[src/rtl/mem_access_ctrl.sv]
// mem_access_ctrl: MEM-stage data-memory access controller.
// Decodes load/store size and address into byte lanes, flags misaligned accesses,
// runs a req/ack handshake to data memory with a timeout, stalls the pipeline while
// the access is outstanding, and hands the raw read word plus lane select downstream.
//
// Ports:
//   clk, rst            clock, synchronous active-high reset
//   mem_en_i, mem_we_i  MEM-stage load/store valid, 1 = store
//   size_i              00 byte, 01 half, 10 word, 11 reserved (no access)
//   addr_i, wdata_i     effective byte address, right-justified store data
//   flush_i             squash MEM-stage instr (only blocks a new start)
//   stall_o, done_o     hold IF..MEM; 1-cycle completion pulse
//   ls_sel_o, rdata_o   lane select and raw read word for the extractor
//   adel_o, ades_o      misaligned load/store; badvaddr_o holds the faulting address
//   bus_err_o           ack timeout, valid with done_o
//   dm_*                data-memory request interface (little-endian lanes)
module mem_access_ctrl #(
  parameter int unsigned TIMEOUT = 255
) (
  input  logic        clk,
  input  logic        rst,
  input  logic        mem_en_i,
  input  logic        mem_we_i,
  input  logic [1:0]  size_i,
  input  logic [31:0] addr_i,
  input  logic [31:0] wdata_i,
  input  logic        flush_i,
  output logic        stall_o,
  output logic        done_o,
  output logic [3:0]  ls_sel_o,
  output logic [31:0] rdata_o,
  output logic        adel_o,
  output logic        ades_o,
  output logic        bus_err_o,
  output logic [31:0] badvaddr_o,
  output logic        dm_req_o,
  output logic        dm_we_o,
  output logic [3:0]  dm_be_o,
  output logic [31:0] dm_addr_o,
  output logic [31:0] dm_wdata_o,
  input  logic        dm_ack_i,
  input  logic [31:0] dm_rdata_i
);

  typedef enum logic [1:0] {StIdle, StReq, StDone} state_e;

  state_e      state_q, state_d;
  logic [7:0]  cnt_q, cnt_d;
  logic        dm_req_q, dm_req_d;
  logic        dm_we_q, dm_we_d;
  logic [3:0]  dm_be_q, dm_be_d;
  logic [31:0] dm_addr_q, dm_addr_d;
  logic [31:0] dm_wdata_q, dm_wdata_d;
  logic [3:0]  ls_sel_q, ls_sel_d;
  logic [31:0] rdata_q, rdata_d;
  logic        bus_err_q, bus_err_d;

  logic [3:0]  lane_be;
  logic [31:0] wdata_rep;
  logic        misaligned;
  logic        reserved;

  // Lane decode and store-data replication.
  always_comb begin
    lane_be   = 4'b0000;
    wdata_rep = wdata_i;
    unique case (size_i)
      2'b00: begin
        lane_be   = 4'b0001 << addr_i[1:0];
        wdata_rep = {4{wdata_i[7:0]}};
      end
      2'b01: begin
        lane_be   = addr_i[1] ? 4'b1100 : 4'b0011;
        wdata_rep = {2{wdata_i[15:0]}};
      end
      2'b10: begin
        lane_be   = 4'b1111;
        wdata_rep = wdata_i;
      end
      default: begin
        lane_be   = 4'b0000;
        wdata_rep = wdata_i;
      end
    endcase
  end

  assign misaligned = ((size_i == 2'b01) && addr_i[0]) ||
                      ((size_i == 2'b10) && (addr_i[1:0] != 2'b00));
  assign reserved   = (size_i == 2'b11);

  always_comb begin
    state_d    = state_q;
    cnt_d      = cnt_q;
    dm_req_d   = dm_req_q;
    dm_we_d    = dm_we_q;
    dm_be_d    = dm_be_q;
    dm_addr_d  = dm_addr_q;
    dm_wdata_d = dm_wdata_q;
    ls_sel_d   = ls_sel_q;
    rdata_d    = rdata_q;
    bus_err_d  = bus_err_q;
    stall_o    = 1'b0;
    adel_o     = 1'b0;
    ades_o     = 1'b0;
    badvaddr_o = 32'h0;

    unique case (state_q)
      StIdle: begin
        if (mem_en_i && !flush_i) begin
          if (misaligned) begin
            // Exception path: report only, no stall and no memory request.
            adel_o     = !mem_we_i;
            ades_o     = mem_we_i;
            badvaddr_o = addr_i;
          end else if (reserved) begin
            ls_sel_d = 4'b0000;
          end else begin
            stall_o    = 1'b1;
            dm_req_d   = 1'b1;
            dm_we_d    = mem_we_i;
            dm_be_d    = lane_be;
            dm_addr_d  = {addr_i[31:2], 2'b00};
            dm_wdata_d = wdata_rep;
            ls_sel_d   = lane_be;
            cnt_d      = 8'd0;
            state_d    = StReq;
          end
        end
      end
      StReq: begin
        // flush_i is deliberately ignored: a started access always completes.
        stall_o = 1'b1;
        cnt_d   = cnt_q + 8'd1;
        if (dm_ack_i) begin
          dm_req_d = 1'b0;
          rdata_d  = dm_we_q ? 32'h0 : dm_rdata_i;
          state_d  = StDone;
        end else if (cnt_q == 8'(TIMEOUT - 1)) begin
          dm_req_d  = 1'b0;
          rdata_d   = 32'h0;
          bus_err_d = 1'b1;
          state_d   = StDone;
        end
      end
      StDone: begin
        cnt_d     = 8'd0;
        bus_err_d = 1'b0;
        state_d   = StIdle;
      end
      default: begin
        state_d = StIdle;
      end
    endcase
  end

  always_ff @(posedge clk) begin
    if (rst) begin
      state_q    <= StIdle;
      cnt_q      <= 8'd0;
      dm_req_q   <= 1'b0;
      dm_we_q    <= 1'b0;
      dm_be_q    <= 4'b0000;
      dm_addr_q  <= 32'h0;
      dm_wdata_q <= 32'h0;
      ls_sel_q   <= 4'b0000;
      rdata_q    <= 32'h0;
      bus_err_q  <= 1'b0;
    end else begin
      state_q    <= state_d;
      cnt_q      <= cnt_d;
      dm_req_q   <= dm_req_d;
      dm_we_q    <= dm_we_d;
      dm_be_q    <= dm_be_d;
      dm_addr_q  <= dm_addr_d;
      dm_wdata_q <= dm_wdata_d;
      ls_sel_q   <= ls_sel_d;
      rdata_q    <= rdata_d;
      bus_err_q  <= bus_err_d;
    end
  end

  assign done_o     = (state_q == StDone);
  assign dm_req_o   = dm_req_q;
  assign dm_we_o    = dm_we_q;
  assign dm_be_o    = dm_be_q;
  assign dm_addr_o  = dm_addr_q;
  assign dm_wdata_o = dm_wdata_q;
  assign ls_sel_o   = ls_sel_q;
  assign rdata_o    = rdata_q;
  assign bus_err_o  = bus_err_q;

endmodule

[config.mk]
export PLATFORM = sky130hd
export DESIGN_NAME = mem_access_ctrl
export DESIGN_NICKNAME = d
export VERILOG_FILES = /design/src/rtl/mem_access_ctrl.sv
export SDC_FILE = /design/constraint.sdc
export NUM_CORES = 1
export LEC_CHECK = 0
export ABC_CLOCK_PERIOD_IN_PS = 1700
export CAP_MARGIN = 20
export CORE_MARGIN = 8
export CORE_UTILIZATION = 37
export DETAILED_ROUTE_END_ITERATION = 8
export PLACE_DENSITY = 0.82
export RECOVER_POWER = 100
export SLEW_MARGIN = 0
export SYNTH_ARGS = -nofsm -noshare
export SYNTH_HDL_FRONTEND = slang
export SYNTH_SLANG_ARGS = --single-unit
[constraint.sdc]
create_clock -name clk -period 1.7 [get_ports clk]
set_clock_uncertainty 0.15 [all_clocks]
set_input_delay 0.255 -clock clk [delete_from_list [all_inputs] [get_ports clk]]
set_output_delay 0.255 -clock clk [all_outputs]
set_load 0.02 [all_outputs]
=== Word level (Yosys, flattened, before mapping) ===
Cells that the tools add are included.

* Add/subtract/negate cells: 1
* Equality and inequality tests: 12
* Shifts and indexed selects: 1
* Mux-type cells: 39
* Bitwise gates (word level): 2
* Reduce and logical (&&, ||, !) cells: 20

{| class="wikitable"
|+ Operators with widths
! kind !! number
|-
| two-way mux 32 bit || 6
|-
| case mux 32 bit (2 select lines) || 1
|-
| two-way mux 8 bit || 3
|-
| case mux 8 bit (3 select lines) || 1
|-
| two-way mux 1 bit || 16
|-
| case mux 4 bit (3 select lines) || 1
|-
| AND reduction 4 bit || 3
|-
| two-way mux 2 bit || 5
|-
| != test 2 bit (second input constant) || 5
|-
| adder 8 x 1 -> 8 bit (second input constant) || 1
|-
| equality test 8 bit (second input constant) || 1
|-
| two-way mux 4 bit || 2
|-
| nonzero test 2 bit || 4
|-
| equality test 2 bit (second input constant) || 3
|-
| case mux 1 bit (2 select lines) || 3
|-
| AND reduction 3 bit || 2
|-
| AND reduction 5 bit || 1
|-
| equality test 2 x 1 -> 1 bit (second input constant) || 2
|-
| logical NOT 2 bit || 2
|-
| case mux 2 bit (2 select lines) || 1
|-
| << shifter 1 x 2 -> 4 bit (first input constant) || 1
|-
| logical AND 1 bit || 3
|-
| != test 3 bit (second input constant) || 1
|-
| nonzero test 3 bit || 1
|-
| other kinds (4) || 6
|}

* Bits in registers: 115
* Input bits: 104
* Output and inout port bits: 143

=== Depth between registers and ports, before layout ===
Gate-level depths: netlist (run 1).

* Depth in word-level cells: 6
* Depth in mapped cells: 9
* Depth with buffers taken out: 6

=== Least setup slack after synthesis (run 1) ===
No wires, ideal clock.

* Kind: register to output
* From: register state_q[0]
* To: output port stall_o
* Arrival: 1.474 ns
* Required time: 1.295 ns
* Slack: -0.179 ns
* Cell stages (with the launch flop): 8
* Path buffers: 2
* Cells stage by stage: dfxtp_1 > inv_1 > ha_1 > and3b_1 > nand3_1 > buf_2 > buf_2 > nand2_1

* Cells in the longest elaborated chain, start to end: 2

{| class="wikitable"
|+ Ends and longest elaborated chain
! item !! line !! text
|-
| start: declaration || 47 || <nowiki>state_e state_q, state_d;</nowiki>
|-
| start signal: assignment || 158 || <nowiki>state_q <= StIdle;</nowiki>
|-
| start signal: assignment || 169 || <nowiki>state_q <= state_d;</nowiki>
|-
| equality test 2 x 1 -> 1 bit / logical NOT 2 bit (equally long branches) || 107 || <nowiki>unique case (state_q)</nowiki>
|-
| case mux 1 bit (2 select lines) (*) || 107 ||
|-
| end: declaration || 28 || <nowiki>output logic stall_o,</nowiki>
|}

Every way passes the cells marked *; elsewhere a longest branch is shown, timed or not.

=== Final worst setup path (run 1) ===
* From: register state_q[1]
* To: output port stall_o

The elaborated chain is that of the path after synthesis.

==> results.txt, run 1 <==
----------------------------------------------------
[Logic synthesis]
  Post-synthesis sequential area ratio ... 45.2%
  Synthesized cell area ... 5090 sq um
  Count of flip-flops with a built-in enable after synthesis ... 0
  Distinct cell type count after synthesis ... 46
  Async S/R FF share, synth ... 0%
  Prevailing post-synth register cell ... sky130_fd_sc_hd__dfxtp_1
  Flip-flop and latch count after synthesis ... ~120
  Number of warnings issued by yosys ... 0
  Mean cell area of the mapped netlist ... between 7 and 8 sq um
  Gate count after technology mapping ... 654

[Clock tree]
  Clock tree sinks ... 115
  Post-cts hold buffer count ... 0
  TritonCTS Buffers ... 17
  Clock tree from TritonCTS ... yes
  Root Buffer ... sky130_fd_sc_hd__clkbuf_16
  H-tree depth ... 4
  Max Root-Sink Buffers ... 2
  Clk_lat worst skew ... 0.42 ns
  Clock-pin slew on the worst setup and hold paths ... approximately 0.050 ns

[STA]
  Worst Max-Slew Pin Slew ... 0.625 ns
  Relative slew margins ... 58.3%
  Setup repair after global routing missed its margin ... true
  Min Clock Period, post-route ... 2.19 ns
  Count of final max-slew check failures ... 0
  Worst path setup slack after routing ... -0.493 ns
  Final worst-path cycle share ... 129%
  Achievable Freq ... 456 MHz
  Final hold violation count ... 0
  Setup violators final ... 146

[GRT]
  Via count of the first global-routing pass ... 6,200
  Initial antenna violation count ... 4
  Maximum number of pins on one net before global-route repair ... a little over 40
  Residual overflow from global routing ... 0
  Wire length of the first global-routing pass ... 33,700 um
  Total global routing track utilization ... a little under a quarter

[Setup path]
  Max incr delay on CP ... 0.34 ns
  CP Max Fanout ... 2
  CP Launch Type ... flip-flop
  Flop2flop setup slack ... -0.43 ns
  Cell repeated most along the worst path ... sky130_fd_sc_hd__buf_6
  CP Class ... reg -> out
  Crit path max-delay family ... buffers and inverters
  Data arrival time of the worst path ... about 1.8 ns
  Endpoint required time on the critical path ... 1.29 ns
  Worst Setup End Kind ... primary output
  WP buf/inv ... 5
  Cells traversed along the worst timing path ... inv_2 > ha_4 > buf_4 > and3b_2 > buf_6 > buf_6 > nand3_4 > nand2_2 > buf_6
  Worst-path cell with the longest stage delay ... sky130_fd_sc_hd__dfxtp_2

[Placed design]
  Quantity of I/O buffers inserted on ports ... 244
  Total instance count after detailed placement ... 1,091
  Placed wire-length estimate ... approximately 13,000 um
  Routability Congestion ... 0.838
  Placed inst area ... 8200 sq um

[Die]
  Initial cell density of the core ... 37.3%
  Placement Rows ... 43
  I/O pin total ... 247
  Total die area ... around 18,000 sq um
  Area of the core ... approximately 14,000 sq um
  Horizontal die dimension ... 133 um
  DIE HEIGHT ... between 100 and 150 um

[Power]
  Overall power after layout ... 0.00797 W
  Worst voltage drop across the vdd grid ... 0.602 mV
  Cell area power density ... ~770 nW/um^2
  Static Leakage ... 4.44 nW

[Outcome]
  Failing checks ... negative setup slack
  Status ... finished, violations left

[Routing]
  Number of violations reported at the end of detailed-routing iteration 0 ... around 370
  Residual antenna-violating net count after detailed routing ... 0
  Vias ... 6,355
  Total DRC errors in the routed layout ... 0
  Average wire per standard cell ... 20.7 um
  Pre-Repair DR Iteration Count ... 5
  DR vias/cell ... 5.41
  Total wire length after detailed routing ... 24,300 um

[Final layout]
  Post-route cell area ... 10,400 sq um
  Layout cell share with drive strength beyond 1 ... 39.5%
  Area added between synthesis and finish ... 104%
  Utilization after layout ... 76.2%
  Net count reported at finish ... 1,089
  Commonest cells after routing, fill and taps aside ... sky130_fd_sc_hd__dfxtp_1, sky130_fd_sc_hd__dlygate4sd2_1, sky130_fd_sc_hd__clkdlybuf4s50_1
  Most common library cell in the layout ignoring fill and taps ... sky130_fd_sc_hd__dfxtp_1
  Fillers ... slightly below 900
  Non-filler instance count after layout ... about 1,200

[Flow run]
  Count of maximum capacitance violations ... 0

[Min path]
  Class of the tightest hold or removal check ... in -> reg

----------------------------------------------------
-- Yosys cell counts, types with 2 or more instances --
master / n / area, sq um
sky130_fd_sc_hd__nand3_1: 9 / 45.0
sky130_fd_sc_hd__or4_1: 4 / 30.0
sky130_fd_sc_hd__nand2b_1: 3 / 18.8
sky130_fd_sc_hd__nor2_1: 22 / 82.6
sky130_fd_sc_hd__and3b_1: 2 / 17.5
sky130_fd_sc_hd__a211oi_1: 10 / 75.1
sky130_fd_sc_hd__buf_6: 2 / 22.5
sky130_fd_sc_hd__buf_2: 14 / 70.1
sky130_fd_sc_hd__mux2i_1: 17 / 170
sky130_fd_sc_hd__nor3_1: 3 / 15.0
sky130_fd_sc_hd__o21ai_2: 2 / 17.5
sky130_fd_sc_hd__o21ai_0: 58 / 290
sky130_fd_sc_hd__nand3b_1: 3 / 22.5
sky130_fd_sc_hd__and2_1: 35 / 219
sky130_fd_sc_hd__inv_1: 7 / 26.3
sky130_fd_sc_hd__buf_4: 4 / 30.0
sky130_fd_sc_hd__clkbuf_1: 35 / 131
sky130_fd_sc_hd__and3_1: 2 / 12.5
sky130_fd_sc_hd__o31ai_1: 2 / 15.0
sky130_fd_sc_hd__a21oi_1: 94 / 470
sky130_fd_sc_hd__nand2_1: 163 / 612
sky130_fd_sc_hd__dfxtp_1: 115 / 2300
sky130_fd_sc_hd__or2_1: 2 / 12.5
sky130_fd_sc_hd__o41ai_1: 2 / 17.5
sky130_fd_sc_hd__a311oi_1: 9 / 78.8
sky130_fd_sc_hd__nor4_1: 2 / 12.5
sky130_fd_sc_hd__a31oi_1: 7 / 43.8
sky130_fd_sc_hd__ha_1: 5 / 62.6
sky130_fd_sc_hd__or3_1: 4 / 25.0
-- tightest hold or removal path, delay by kind of cell --
family                 cells  cell delay (ns)
buffers and inverters      2             0.30
AOI/OAI and AO/OA          2             0.14
-- where the power goes --
group | total, W | leakage [nW] | internal, W | switching (W)
combinational | 0.00169 | 3.23 | 0.000846 | 0.000843
clock | 0.00343 | 0.283 | 0.00223 | 0.00120
sequential | 0.00285 | 0.934 | 0.00279 | 0.0000603
total | 0.00797 | 4.44 | 0.00586 | 0.00210
-- registers in the layout, summed over array words and instances, names as in the netlist --
signal / cells
dm_req_o: 1
cnt_q: 8
ls_sel_o: 4
dm_addr_o: 30
dm_wdata_o: 32
dm_be_o: 4
state_q: 2
bus_err_o: 1
rdata_o: 32
dm_we_o: 1
-- kinds of logic after synthesis --
logic type,Yosys count,synth area share (%)
AND/OR/NAND/NOR,259,23.1
AO/OA/AOI/OAI,192,21.2
flip-flops,115,45.2
buffers and inverters,64,5.68
multiplexers,17,3.34
adder cells (fa/ha/maj),5,1.23
other,1,0.0736
XOR/XNOR,1,0.172
-- routing by layer --
layer | routed length [um] | GRT usage [%] | vias to the layer above
met1 | 9100 | 25.7 | 3055
met5 | 13 | 0 | -
met3 | 1840 | 8.09 | 71
met2 | 12400 | 41.3 | 324
li1 | - | - | 2903
met4 | 971 | 10.3 | 2
-- cell type report --
class	count	area [sq um]	share of cell area (%)
Clock inverter	4	45.0	0.433
Inverter	7	32.5	0.312
Clock buffer	27	523	5.02
Multi-Input combinational cell	477	3360	32.2
Sequential cell	115	2310	22.2
Antenna cell	3	7.51	0.0721
Timing Repair Buffer	362	3920	37.6
Tap cell	180	225	2.16
-- stage by stage --
| stage | hold WS, ns | setup WS, ns | setup TNS, ns |
|---|---|---|---|
| floorplan | 0.241 | -0.0113 | -0.0206 |
| global placement | 0.291 | -0.912 | -69.95 |
| detailed placement | 0.296 | -0.943 | -72.98 |
| CTS | 0.152 | -0.483 | -36.69 |
| global route | 0.200 | -0.579 | -56.42 |
| finish | 0.195 | -0.493 | -44.06 |
-- what timing repair did --
item,in CTS,in global routing
endpoints found under the setup margin,250,151
setup buffers,26,13
pin swaps,33,59
gates cloned,14,7
resized for setup,448,127
-- path summary, 6_finish.rpt --
| kind | endpoint | depth (start not counted) | from |
|---|---|---|---|
| worst max-delay path | stall_o | 9 | state_q[1] |
| worst max register to register | dm_addr_o[2] | 13 | state_q[1] |
| worst min register to register | dm_addr_o[7] | 2 | dm_addr_o[7] |
| worst min-delay path | dm_be_o[2] | 4 | size_i[1] |
Note: power is estimated with default switching activity, not from simulation.
==> inputs of run 2 (changes only) <==
Settings changed: ABC_CLOCK_PERIOD_IN_PS 1700 to not set.
==> results of run 2 <==
Same layout as run 1: the final DEF is identical, and so are final timing and power.
